==> src/rtl/random_engine_dpath.sv <==
// Small synchronous FIFO with in-order storage; DEPTH must be a power of two.
// Latency: a written word is visible on rd_dat/rd_vld the cycle after the write edge.
// Backpressure: full refuses a write unless the same cycle pops; the caller decides what to do with a refused word.
module sync_fifo #(
    parameter int W     = 8,
    parameter int DEPTH = 2
) (
    input  logic         clk,
    input  logic         rst,
    input  logic         wr_vld,
    input  logic [W-1:0] wr_dat,
    output logic         full,
    output logic         rd_vld,
    input  logic         rd_rdy,
    output logic [W-1:0] rd_dat
);
    localparam int AW = (DEPTH > 1) ? $clog2(DEPTH) : 1;
    localparam logic [AW:0] FULL_CNT = (AW+1)'(DEPTH);

    logic [W-1:0]  mem [DEPTH];
    logic [AW-1:0] wptr;
    logic [AW-1:0] rptr;
    logic [AW:0]   cnt;
    logic          rd_fire;
    logic          wr_fire;

    assign full    = (cnt == FULL_CNT);
    assign rd_vld  = (cnt != '0);
    assign rd_fire = rd_vld & rd_rdy;
    // A pop in the same cycle frees a slot, so a full FIFO still takes the write.
    assign wr_fire = wr_vld & (~full | rd_fire);
    // Empty FIFO presents zero rather than stale storage.
    assign rd_dat  = rd_vld ? mem[rptr] : '0;

    // Pointer and occupancy bookkeeping.
    always_ff @(posedge clk) begin
        if (rst) begin
            wptr <= '0;
            rptr <= '0;
            cnt  <= '0;
        end else begin
            if (wr_fire) wptr <= wptr + 1'b1;
            if (rd_fire) rptr <= rptr + 1'b1;
            case ({wr_fire, rd_fire})
                2'b10:   cnt <= cnt + 1'b1;
                2'b01:   cnt <= cnt - 1'b1;
                default: cnt <= cnt;
            endcase
        end
    end

    // Storage write; contents need no reset because occupancy gates the read side.
    always_ff @(posedge clk) begin
        if (wr_fire) mem[wptr] <= wr_dat;
    end
endmodule

// Fibonacci LFSR bit source packed MSB-first into OUT_W-bit words behind a 2-entry FIFO.
// Latency: a word appears on out_val/out_data the cycle after the OUT_W-th enabled step.
// Backpressure: the LFSR never stalls; a word completing into a full FIFO with no pop is dropped and overflow sticks.
module random_engine_dpath #(
    parameter int                LFSR_W       = 16,
    parameter logic [LFSR_W-1:0] TAPS         = 16'hB400,
    parameter logic [LFSR_W-1:0] SEED_DEFAULT = 16'hACE1,
    parameter int                OUT_W        = 8
) (
    input  logic              clk,
    input  logic              rst,
    input  logic              lfsr_en,
    input  logic              seed_load,
    input  logic [LFSR_W-1:0] seed_in,
    output logic [OUT_W-1:0]  out_data,
    output logic              out_val,
    input  logic              out_rdy,
    output logic              overflow,
    output logic [LFSR_W-1:0] lfsr_state
);
    localparam int            CW   = $clog2(OUT_W);
    localparam logic [CW-1:0] LAST = CW'(OUT_W - 1);

    logic [LFSR_W-1:0] lfsr;
    logic [OUT_W-2:0]  sr;
    logic [CW-1:0]     cnt;
    logic              step_en;
    logic              emit_bit;
    logic              feedback;
    logic [OUT_W-1:0]  word_dat;
    logic              word_vld;
    logic              fifo_full;
    logic              pop;

    // A seed load pre-empts stepping in the same cycle.
    assign step_en  = lfsr_en & ~seed_load;
    assign emit_bit = lfsr[LFSR_W-1];
    assign feedback = ^(lfsr & TAPS);
    assign word_dat = {sr, emit_bit};
    assign word_vld = step_en & (cnt == LAST);
    assign pop      = out_val & out_rdy;

    assign lfsr_state = lfsr;

    // LFSR register; a zero seed would lock the register, so it is replaced by the default.
    always_ff @(posedge clk) begin
        if (rst) begin
            lfsr <= SEED_DEFAULT;
        end else if (seed_load) begin
            lfsr <= (seed_in == '0) ? SEED_DEFAULT : seed_in;
        end else if (step_en) begin
            lfsr <= {lfsr[LFSR_W-2:0], feedback};
        end
    end

    // Word assembly: shift in the emitted bit, restart the count on load or word completion.
    always_ff @(posedge clk) begin
        if (rst || seed_load) begin
            sr  <= '0;
            cnt <= '0;
        end else if (step_en) begin
            sr  <= word_dat[OUT_W-2:0];
            cnt <= word_vld ? '0 : cnt + 1'b1;
        end
    end

    // Sticky drop flag; cleared by reset or a reseed.
    always_ff @(posedge clk) begin
        if (rst || seed_load) begin
            overflow <= 1'b0;
        end else if (word_vld && fifo_full && !pop) begin
            overflow <= 1'b1;
        end
    end

    sync_fifo #(
        .W     (OUT_W),
        .DEPTH (2)
    ) u_out_fifo (
        .clk    (clk),
        .rst    (rst),
        .wr_vld (word_vld),
        .wr_dat (word_dat),
        .full   (fifo_full),
        .rd_vld (out_val),
        .rd_rdy (out_rdy),
        .rd_dat (out_data)
    );
endmodule

==> config.mk <==
export PLATFORM = sky130hd
export DESIGN_NAME = random_engine_dpath
export DESIGN_NICKNAME = d
export VERILOG_FILES = /design/src/rtl/random_engine_dpath.sv
export SDC_FILE = /design/constraint.sdc
export NUM_CORES = 1
export LEC_CHECK = 0
export CAP_MARGIN = 20
export CORE_MARGIN = 3
export CORE_UTILIZATION = 50
export DETAILED_ROUTE_END_ITERATION = 6
export PLACE_DENSITY = 0.8
export SYNTH_ARGS = -nofsm -noshare
export SYNTH_HDL_FRONTEND = slang
export SYNTH_SLANG_ARGS = --single-unit
==> constraint.sdc <==
create_clock -name clk -period 3.8 [get_ports clk]
set_input_delay 0.76 -clock clk [delete_from_list [all_inputs] [get_ports clk]]
set_output_delay 0.76 -clock clk [all_outputs]
set_load 0.02 [all_outputs]
# ---- Yosys cells after proc, flatten, opt, wreduce, memory -nomap -nowiden
# Memories as Yosys holds them, arrays and structs flattened. A register that Yosys moved wholly into a read port is not among the register bits.
# Cells that the tools add are included.
# W data, S select, Z words.
dict set report totals {
  romBits 0
  latchBits 0
  wordCells 43
  out_inout_bits 26
  n_memories 1
  mem_bits_rw 16
  in_bits 21
  reg_bits 31
}
dict set report classes {
  bitwise_logic 7
  n_addsub 5
  n_lt_le_gt_ge 0
  n_eq_ne 4
  n_mux 10
  div 0
  reduce_logical 9
  mul 0
  shifts 0
}
# memory words width read_ports rd_ports_with_merged_regs wr line
set mem_list {}
lappend mem_list {u_out_fifo.mem 2 8 1 1 1 20} ;# logic [W-1:0] mem [DEPTH];
# cell n
set ops {}
lappend ops {{$mux W16} 3}
lappend ops {{$logic_not A16 Y1} 1}
lappend ops {{$reduce_xor A16 Y1} 1}
lappend ops {{$mux W8} 1}
lappend ops {{$reduce_bool A2 Y1} 3}
lappend ops {{$and A1 B1 Y1} 4}
lappend ops {{$eq A2 B2 Y1 const B} 2}
lappend ops {{$mux W1} 4}
lappend ops {{$pmux W2 S2} 1}
lappend ops {{$add A3 B1 Y3 const B} 1}
lappend ops {{$eq A3 B3 Y1 const B} 1}
lappend ops {{$mux W3} 1}
lappend ops {{$add A1 B1 Y1 const B} 2}
lappend ops {{$add A2 B1 Y2 const B} 1}
lappend ops {{$eq A2 B1 Y1 const B} 1}
lappend ops {{$logic_and A1 B1 Y1} 2}
lappend ops {{$not A1 Y1} 2}
lappend ops {{$sub A2 B1 Y2 const B} 1}
lappend ops {{$logic_not A1 Y1} 1}
lappend ops {{$logic_or A1 B1 Y1} 1}
lappend ops {{$or A1 B1 Y1} 1}

# ---- Depth between registers and ports, before layout
dict set report logic_depth {
  ltp_word 6
  mapped_depth 9
}

# ---- By module
# From an unflattened synthesis, not the netlist that was laid out.
dict set report hier_totals {
  hier_cells 192
  hier_area_um2 2078.2
}
# mod cells_per_inst seq_area_each_um2 n_inst area_per_inst_um2
set by_module_without_submodules {}
lappend by_module_without_submodules {random_engine_dpath 130 540.5 1 1229.9}
lappend by_module_without_submodules {sync_fifo 62 580.6 1 848.3}

# ---- Least setup slack after synthesis
# Ideal clock, no wire load.
dict set report synth_timing {
  path_kind {input to register}
  start {input port lfsr_en}
  end {register u_out_fifo.cnt[1]}
  path_stages 7
  t_arrival_ns 2.299
  required_ns 3.730
  n_path_buf 1
  setup_time_ns 0.070
  slack_ns 1.431
  cell_sequence {clkbuf_1 nand2_1 nor3_1 inv_1 ha_1 or3_1 a21oi_1}
}
dict set report synth_between {
  elab_chain_len 5
  word_cells_on_any_way 7
  classes_between {eq/ne: 2; mux: 1; bitwise: 3; reduce/logical: 1}
}
# element line
set synth_lines {}
lappend synth_lines {{from (decl)} 69} ;# input logic lfsr_en,
lappend synth_lines {{$and A1 B1 Y1 *} 93} ;# assign step_en = lfsr_en & ~seed_load;
lappend synth_lines {{$and A1 B1 Y1 *} 97} ;# assign word_vld = step_en & (cnt == LAST);
lappend synth_lines {{$and A1 B1 Y1 *} 31} ;# assign wr_fire = wr_vld & (~full | rd_fire);
lappend synth_lines {{$eq A2 B1 Y1 / $eq A2 B2 Y1 (equally long branches)} 44} ;# case ({wr_fire, rd_fire})
lappend synth_lines {{$pmux W2 S2 / $reduce_bool A2 Y1 (equally long branches)} --}
lappend synth_lines {{to (signal assigned)} 45} ;# 2'b10: cnt <= cnt + 1'b1;
lappend synth_lines {{to (signal assigned)} 46} ;# 2'b01: cnt <= cnt - 1'b1;
lappend synth_lines {{to (signal assigned)} 47} ;# default: cnt <= cnt;
lappend synth_lines {{to (decl)} 23} ;# logic [AW:0] cnt;
# Mark *: on every way between the ends. The rest lies on a longest branch, timed or not.
# A chain may end at the register's enable or synchronous reset.

# ---- Final worst setup path
dict set report layout_timing {
  start {register u_out_fifo.cnt[0]}
  end {output port out_data[6]}
}
dict set report layout_between {
  elab_chain_len 2
}
# element line
set layout_lines {}
lappend layout_lines {{$reduce_bool A2 Y1} 28} ;# assign rd_vld = (cnt != '0);
lappend layout_lines {{$mux W8} 33} ;# assign rd_dat = rd_vld ? mem[rptr] : '0;
lappend layout_lines {{to (decl)} 72} ;# output logic [OUT_W-1:0] out_data,
# Every way passes these cells.

==> results.md <==
- Vias per inst: 5.26
- Post-placement worst setup slack: 1.13 ns
- Sequential cell area: 0.00112 sq mm
- Leakage Power: 0.000995 uW
- RSZ-0062 raised after global routing: no
- Detailed-route via count: 1489
- Count of flip-flops with a built-in enable after synthesis: 16
- Crit. End Element: output port
- Remaining Overflow, GRT: 0
- Pin count of the biggest net entering global routing: 29
- Setup violation total in the final timing report: 0
- Number of placed instances, taps included: 275
- #FFs+latches synth: 48
- Number of antenna-violating nets in the routed design: 0
- Crit path kind: reg -> out
- Synth-to-layout area growth: 30.1%
- Full die area: 0.00488 sq mm
- Yosys warnings: 0
- Overall die width: 69.9 um
- Final Max Slew Viols: 0
- DR iter-0 viols: 75
- Number of global-route vias before repair: 1453
- Accumulated negative setup slack: 0 ns
- WL/cell: 13.7 um
- Rel. slew slack: 57.0%
- Commonest cells after routing, fill and taps aside: sky130_fd_sc_hd__clkdlybuf4s50_1 (46), sky130_fd_sc_hd__nor2_1 (43), sky130_fd_sc_hd__dfxtp_1 (32)
- Boundary pin count: 47
- Max Root-Sink Buffers: 2
- Final critical delay including setup and external delays: 2.59 ns
- Result of the run: finished clean
- Maximum fanout along the worst path: 10
- Leading cell type in the layout, fill and taps excluded: sky130_fd_sc_hd__clkdlybuf4s50_1
- Fill cell count: 298
- Drt drc: 0
- Post-Syn Instances: 188
- Overall fraction of global-route tracks in use: 17.2%
- Site row count: 22
- CTS tree: built
- Worst setup skew after layout: 0.00375 ns
- Count of hold-fix buffers inserted at cts: 0
- Area of the multi-input gates: 867 sq um
- Post-synthesis net count: 212
- Initial cell density of the core: 53.7%
- TritonCTS Buffers: 5
- PortBufs: 46
- Aggregate routed wire length: 3860 um
- Worst min-delay path category: reg -> reg
- Detailed-routing iteration count for the pre-antenna-repair pass: 4
- Required @ worst endpoint: 3.04 ns
- Largest vdd supply drop: 0.000191 V
- Worst Max-Slew Pin Slew: 0.643 ns
- Clock transition at the registers of the reported paths: 0.08 ns
- Number of sinks handled by clock tree synthesis: 48
- Share of flip-flops with an asynchronous set or reset: 0%
- Y dimension of the die: 69.9 um
- Final cell count without fillers: 283
- Wire length of the first global-routing pass: 6760 um
- Worst Hold Slack: 0.481 ns
- Mean area per synthesized cell: 10.8 sq um
- Most common flop cell mapped by yosys: sky130_fd_sc_hd__dfxtp_1
- Post_cts resized: 0
- Cell at the root of the clock tree: sky130_fd_sc_hd__clkbuf_8
- Final weighted congestion of routability-driven global placement: 0.795
- Hold Vio Cnt, Final: 0
- Fraction of final layout cells with drive strength greater than 1: 6.81%
- Final HPWL from detailed placement: 2860 um
- Total design power: 1030 uW
- Max-cap violation count: 0
- Area of the core region: 0.00380 sq mm
- Final critical-path setup slack: 1.21 ns
- Signal arrival time at the worst endpoint: 1.83 ns
- Number of antenna violations at the first check in global routing: 0
- Number of distinct library cells after synthesis: 29
- Power per cell area: 390 mW/mm^2
- Clock latency on the worst-skew pair: 0.29 ns
- Antenna cells: 0
- Final worst path period share: 68.1%
- CP startpoint kind: flip-flop
- Number of nets in the layout: 258
- Post-Syn Area: 0.00204 sq mm
- Setup Fix Bufs, Post-CTS: 0
- H-tree depth reported by CTS: 2
- Proportion of synthesized chip area in sequential cells: 55.0%
- Upper clock frequency limit: 0.386 GHz
[flip-flops by register name, summed over array words and instances, names as in the netlist, named ones only]
name             flops
sr                   7
u_out_fifo.mem      16
u_out_fifo.wptr      1
overflow             1
cnt                  3
lfsr_state          16
u_out_fifo.rptr      1
u_out_fifo.cnt       2
[power by group]
group,internal [uW],switching [uW],total (uW),leakage (uW)
registers,540,11.9,552,0.000409
clock network,195,159,354,0.0000541
logic,68.2,60.1,128,0.000532
total,803,231,1030,0.000995
[layer usage]
layer,track usage [%],wire length [um]
met5,0,0
met4,4.89,34
met3,7.05,353
met2,27.1,1780
met1,21.8,1700
[cells in the mapped netlist (3+ instances only)]
cell type	n	area, sq um
sky130_fd_sc_hd__nor2_1	43	161
sky130_fd_sc_hd__dfxtp_1	32	641
sky130_fd_sc_hd__mux2i_1	24	240
sky130_fd_sc_hd__edfxtp_1	16	480
sky130_fd_sc_hd__a21oi_1	12	60.1
sky130_fd_sc_hd__nand2b_1	7	43.8
sky130_fd_sc_hd__o22ai_1	7	43.8
sky130_fd_sc_hd__clkbuf_1	6	22.5
sky130_fd_sc_hd__mux2_1	6	67.6
sky130_fd_sc_hd__xnor2_1	6	52.6
sky130_fd_sc_hd__ha_1	3	37.5
sky130_fd_sc_hd__inv_1	3	11.3
sky130_fd_sc_hd__or4_4	3	33.8
[area by class of cell]
| class | count | share of cell area (%) |
|---|---|---|
| clock buffers | 5 | 2.59 |
| clock inverters | 3 | 1.60 |
| inverters | 3 | 0.424 |
| multi-input cells | 127 | 32.7 |
| flip-flops and latches | 48 | 42.2 |
| well taps | 48 | 2.26 |
| repair buffers | 49 | 18.2 |
[metrics by stage]
| stage | instance area [sq um] | utilization, % |
|---|---|---|
| 3_5_place_dp | 2540 | 66.9 |
| 4_1_cts | 2650 | 69.9 |
| 5_1_grt | 2650 | 69.9 |
| 3_3_place_gp | 2540 | 66.9 |
| 6_report | 2650 | 69.9 |
| 2_1_floorplan | 2040 | - |
[logic make-up after synthesis]
group           synth area share (%)
compound gates                  7.48
xor+xnor                        3.01
fa+ha+maj                       1.84
buf+inv                         2.52
flops                           55.0
mux                             15.6
simple gates                    14.5
[worst max-delay path, cell delays in order, from the launching register on]
cell and delay [ns]:
sky130_fd_sc_hd__dfxtp_1 0.35, sky130_fd_sc_hd__nor2_1 0.52, sky130_fd_sc_hd__nor2_1 0.11, sky130_fd_sc_hd__clkdlybuf4s50_1 0.56
[final timing paths]
path | from | to | slack, ns | depth (start not counted)
max | u_out_fifo.cnt[0] | out_data[6] | 1.21 | 3
min | sr[6] | u_out_fifo.mem[0][7] | 0.48 | 0
max reg2reg | cnt[0] | u_out_fifo.cnt[1] | 1.65 | 8
min reg2reg | sr[6] | u_out_fifo.mem[0][7] | 0.48 | 0
No activity file was read; power rests on OpenSTA's default activity.
==> variant 1 (same flow settings) <==
Put one more register stage on the output `overflow`, cleared by the reset. The value now appears one clock later. The other outputs are not delayed to match.
--- a/src/rtl/random_engine_dpath.sv
+++ b/src/rtl/random_engine_dpath.sv
@@ -78,6 +78,8 @@
     localparam int            CW   = $clog2(OUT_W);
     localparam logic [CW-1:0] LAST = CW'(OUT_W - 1);
 
+    logic overflow_s0;
+
     logic [LFSR_W-1:0] lfsr;
     logic [OUT_W-2:0]  sr;
     logic [CW-1:0]     cnt;
@@ -124,9 +126,9 @@
     // Sticky drop flag; cleared by reset or a reseed.
     always_ff @(posedge clk) begin
         if (rst || seed_load) begin
-            overflow <= 1'b0;
+            overflow_s0 <= 1'b0;
         end else if (word_vld && fifo_full && !pop) begin
-            overflow <= 1'b1;
+            overflow_s0 <= 1'b1;
         end
     end
 
@@ -143,5 +145,13 @@
         .rd_rdy (out_rdy),
         .rd_dat (out_data)
     );
+    always_ff @(posedge clk) begin
+        if (rst) begin
+            overflow <= '0;
+        end else begin
+            overflow <= overflow_s0;
+        end
+    end
+
 endmodule
 
Check against the original RTL: same outputs for any inputs over 10 cycles, from zero or initial values and one cycle with rst high; that may be too few to reach the edited logic, so the function may still have changed.
==> variant 1 against the unedited design <==
Routed wire length is 0.13% lower; global-route usage rose by 0.16 points; worst hold slack worse by 0.022 ns; power up 1.9%; sequential cell count rose by 1; first-iteration DRC count is 17% higher; utilization is 0.28 points higher; design area grew 1.1%; area after synthesis up 1.3%; worst setup slack improved by 0.0051 ns; sequential share of layout area increased by 0.27 points; clock skew is essentially flat; non-clock buffer count unchanged; critical path type unchanged; largest cell class unchanged; highest routed layer unchanged.
==> variant 1: results (changes against the unedited design) <==
status: finished, final reports clean (unchanged)
hold path start: sr[6] (unchanged)
slowest cell on the critical path: clkdlybuf4s50_1 (unchanged)
Worst R2R Setup Slack: 1.68 ns (was 1.65 ns)
CTS H-tree depth: 2 (unchanged)
dpl cell area: 0.00257 mm² (was 0.00254 mm²)
FF-to-FF End: u_out_fifo.mem[0][7] (was u_out_fifo.cnt[1])
ys async rst share: 0 (unchanged)
Largest stage delay, worst path: 0.56 ns (about the same)
Tightest Hold Check Type: reg -> reg (unchanged)
HPWL after DPL: 2820 µm (was 2860 µm)
Peak supply drop: 0.250 mV (was 0.191 mV)
top cells by count, synth: nor2_1 (43), dfxtp_1 (33), mux2i_1 (24) (was nor2_1 (43), dfxtp_1 (32), mux2i_1 (24))
Setup WS pre-CTS: 1.11 ns (was 1.13 ns)
Post-Route Skew: 0.00358 ns (was 0.00375 ns)
crit path DAT: 1.82 ns
Leak: 0.00101 µW (was 0.000995 µW)
cell mode on critical path: nor2_1 (unchanged)
GPL Wtd Cong: 0.796 (was 0.795)
metal2 WL: 1750 µm (was 1780 µm)
largest net degree at the start of global routing: 29 (unchanged)
Initial DRC Count: 88 (was 75)
CTS Buf Count: 5 (unchanged)
cts repair resizes: 0 (unchanged)
Slew HR: 0.520 (was 0.570)
net count after synthesis: 214 (was 212)
Worst path top cell family by delay: simple AND/OR/NAND/NOR gates (unchanged)
clk slew on worst S/H paths: 0.09 ns
M1 WL: 1760 µm (was 1700 µm)
crit-path max FO: 10 (unchanged)
maximum clock path buffer count: 2 (unchanged)
antenna cells: 0 (unchanged)
DRT Wirelength: 3860 µm (about the same)
post-synth cell types: 29 (unchanged)
uppermost layer routed: met4 (unchanged)
initial antenna violation count: 0 (unchanged)
post-CTS setup repair buffer count: 0 (unchanged)
Root Buffer: clkbuf_8 (unchanged)
Net count, final: 260 (was 258)
R2R cell count: 6 (was 8)
IO buf count: 46 (unchanged)
met3 wire length: 306 µm (was 353 µm)
ranking of synthesized cells by area: dfxtp_1 (32%), edfxtp_1 (23%), mux2i_1 (12%) (was dfxtp_1 (31%), edfxtp_1 (24%), mux2i_1 (12%))
Filler cells: 290 (was 298)
vias in the first global route: 1446 (was 1453)
EDFF count, synth: 16 (unchanged)
vias per cell: 5.20 (was 5.26)
clk_lat worst skew: 0.29 ns (about the same)
share of cells above drive strength 1: 0.0675 (was 0.0681)
Hold EP: u_out_fifo.mem[1][7] (was u_out_fifo.mem[0][7])
first-pass GRT wire length: 6880 µm (was 6760 µm)
reg2reg start: cnt[0] (unchanged)
Switch Pwr: 238 µW (was 231 µW)
number of detailed-route iterations in the first pass: 4 (unchanged)
synth warn: 0 (unchanged)
sequential area share after synthesis: 0.552 (was 0.550)
Global Route Usage Sum: 0.174 (was 0.172)
Main synth FF type: dfxtp_1 (unchanged)
==> variant 1: cell count changes in the layout (fill, tap and decap cells not counted) <==
| cell | change |
|---|---|
| clkinv_2 | -1 |
| clkinv_4 | +1 |
| dfxtp_1 | +1 |
| nor2b_1 | +1 |
==> variant 1: power by group through the flow <==
stage,sequential [µW],combinational (µW),clock (µW)
final,562,127,364
after floorplan,586,56.1,0
after global placement,574,127,0
after detailed placement,575,128,0
after CTS,563,128,375
after global routing,565,138,397
==> variant 1: cell type report <==
class / instances / area, µm² / area share
inverter: 3 / 11.3 / 0.00420
tap: 48 / 60.1 / 0.0224
sequential: 49 / 1140 / 0.425
clock inverter: 3 / 46.3 / 0.0172
timing repair buffer: 49 / 483 / 0.180
clock buffer: 5 / 68.8 / 0.0256
multi-input combinational: 128 / 873 / 0.325
==> variant 1: cells by family after synthesis <==
| logic type | share of synthesized area |
|---|---|
| mux | 0.154 |
| simple gates | 0.147 |
| fa+ha+maj | 0.0182 |
| buf+inv | 0.0248 |
| xor+xnor | 0.0297 |
| compound gates | 0.0739 |
| flops | 0.552 |
==> variant 1: worst max-delay path by stage <==
stage,cells after the start,end,slack (ns),start
after global placement,5,u_out_fifo.mem[0][7],1.12,out_rdy
after global routing,3,out_data[3],0.96,u_out_fifo.cnt[0]
after floorplan,7,u_out_fifo.cnt[1],1.43,lfsr_en
final,3,out_data[2],1.22,u_out_fifo.cnt[0]
after detailed placement,5,u_out_fifo.mem[0][7],1.11,out_rdy
after CTS,3,out_data[2],1.16,u_out_fifo.cnt[0]
==> variant 1: worst reg2reg max path, delay by kind of cell (launching register included) <==
kind | cells | cell delay (ns)
fa+ha+maj | 2 | 0.39
flops | 1 | 0.37
buf+inv | 1 | 0.11
simple gates | 3 | 0.90
==> variant 1: metrics by stage <==
step | util | instances | hold slack (ns)
CTS | 0.701 | 285 | 0.467
floorplan | - | 190 | 0.425
finish | 0.701 | 285 | 0.460
global route | 0.701 | 285 | 0.476
detailed placement | 0.671 | 277 | 0.459
global placement | 0.671 | 277 | 0.438
==> variant 1: per-layer routing <==
layer  track usage  vias to the layer above
met2         0.272                       51
met5             0                        -
met1         0.228                      674
met3        0.0619                        6
met4        0.0447                        0
li1              -                      751
==> variant 2 (config.mk and constraints unchanged) <==
Made on the original files. Set the parameter `TAPS` to 16'h8000 (it was 16'hB400).
--- a/src/rtl/random_engine_dpath.sv
+++ b/src/rtl/random_engine_dpath.sv
@@ -60,7 +60,7 @@
 // Backpressure: the LFSR never stalls; a word completing into a full FIFO with no pop is dropped and overflow sticks.
 module random_engine_dpath #(
     parameter int                LFSR_W       = 16,
-    parameter logic [LFSR_W-1:0] TAPS         = 16'hB400,
+    parameter logic [LFSR_W-1:0] TAPS         = 16'h8000,
     parameter logic [LFSR_W-1:0] SEED_DEFAULT = 16'hACE1,
     parameter int                OUT_W        = 8
 ) (
Behaviour: not the same (a bounded check fails within 4 cycles, from zero or initial values and one cycle with rst high).
==> variant 2 against the unedited design <==
Global-route usage is 0.22 points lower; sequential cell count unchanged; design area decreased by 0.75%; clock skew up 0.0026 ns; worst setup slack better by 0.032 ns; routed wire length increased by 1.8%; largest cell class unchanged; fmax is 1.3% higher; area after synthesis grew 0.12%; power is 0.86% lower; largest power group unchanged.
==> variant 2: results (changes against the unedited design) <==
status: finished, final reports clean (unchanged)
R2R cell count: 5 (was 8)
post-synth top area share: 0.314 (about the same)
Setup WS pre-CTS: 0.993 ns (was 1.13 ns)
crit path DAT: 1.80 ns (was 1.83 ns)
initial antenna violation count: 0 (unchanged)
first-pass GRT wire length: 6600 µm (was 6760 µm)
vias per cell: 5.29 (was 5.26)
GPL Wtd Cong: 0.770 (was 0.795)
ranking of synthesized cells by area: dfxtp_1 (31%), edfxtp_1 (24%), mux2i_1 (15%) (was dfxtp_1 (31%), edfxtp_1 (24%), mux2i_1 (12%))
crit-path max FO: 9 (was 10)
slowest cell on the critical path: clkdlybuf4s50_1 (unchanged)
Leak: 0.00106 µW (was 0.000995 µW)
largest net degree at the start of global routing: 25 (was 29)
Global Route Usage Sum: 0.170 (was 0.172)
Worst-Margin Slew: 0.626 ns (was 0.643 ns)
Worst Hold Path Cells: 2 (was 0)
share of cells above drive strength 1: 0.0441 (was 0.0681)
Peak supply drop: 0.194 mV (was 0.191 mV)
net count after synthesis: 203 (was 212)
Net count, final: 249 (was 258)
WL/cell: 14.3 µm (was 13.7 µm)
sequential area share after synthesis: 0.549 (was 0.550)
Global Route met1 Usage: 0.203 (was 0.218)
met3 usage in global routing: 0.0619 (was 0.0705)
vias in the first global route: 1440 (was 1453)
top cells by count, synth: dfxtp_1 (32), mux2i_1 (30), nor2_1 (29) (was nor2_1 (43), dfxtp_1 (32), mux2i_1 (24))
met2 Resource Use GR: 0.286 (was 0.271)
HPWL after DPL: 2920 µm (was 2860 µm)
post-synth cell types: 33 (was 29)
Initial DRC Count: 64 (was 75)
-- variant 2: changes by cell type after synthesis, sizes merged, moves of 3 or more --
cell    change
a22oi       +7
or4         -4
nor2       -14
mux2i       +6
a21oi       -5
nand2b      -6
nor4        +4
xnor2       -5
o22ai       -7
inv         +9
clkbuf      -3
-- variant 2: routing by layer --
layer | up-vias | part of all wire
met3 | 2 | 0.067
met2 | 48 | 0.50
met5 | - | 0
met1 | 674 | 0.43
met4 | 0 | 0.0020
li1 | 730 | -
-- variant 2: per-stage QoR --
stage	std cells	hold WS, ns	instance area (µm²)
2_1_floorplan	180	0.425	2040
3_3_place_gp	267	0.444	2530
3_5_place_dp	267	0.449	2530
4_1_cts	275	0.471	2630
5_1_grt	275	0.491	2630
6_report	275	0.468	2630
-- variant 2: cells by family (layout without fill, tap and decap cells) --
group,Yosys count,after routing,share of synthesized area
mux,38,38,0.191
simple gates,48,48,0.119
buf+inv,21,68,0.0466
xor+xnor,2,2,0.00858
compound gates,21,21,0.0729
flops,48,48,0.549
fa+ha+maj,2,2,0.0123
-- variant 2: area by class of cell --
| type | count | area [µm²] |
|---|---|---|
| fill | 287 | 1160 |
| sequential | 48 | 1120 |
| multi-input combinational | 111 | 826 |
| timing repair buffer | 48 | 475 |
| clock buffer | 5 | 68.8 |
| tap | 48 | 60.1 |
| inverter | 12 | 45.0 |
| clock inverter | 3 | 37.5 |
-- variant 2: tightest hold or removal path, stage by stage, from the launching register on --
cell and delay (ns):
dfxtp_1 0.32, nand2_1 0.05, a21oi_1 0.05
-- variant 2: worst paths after layout --
kind                          start                    to  slack (ns)
hold reg to reg              cnt[2]                cnt[2]        0.47
hold / removal               cnt[2]                cnt[2]        0.47
setup / recovery  u_out_fifo.cnt[0]           out_data[3]        1.24
setup reg to reg             cnt[0]  u_out_fifo.mem[0][0]        1.90
-- variant 2: power breakdown --
group	switching, µW	leakage, µW	internal [µW]	total, µW
Sequential	12.6	0.000409	541	554
Combinational	57.6	0.000598	63.7	121
Clock	159	0.0000532	192	350
Total	229	0.00106	796	1030
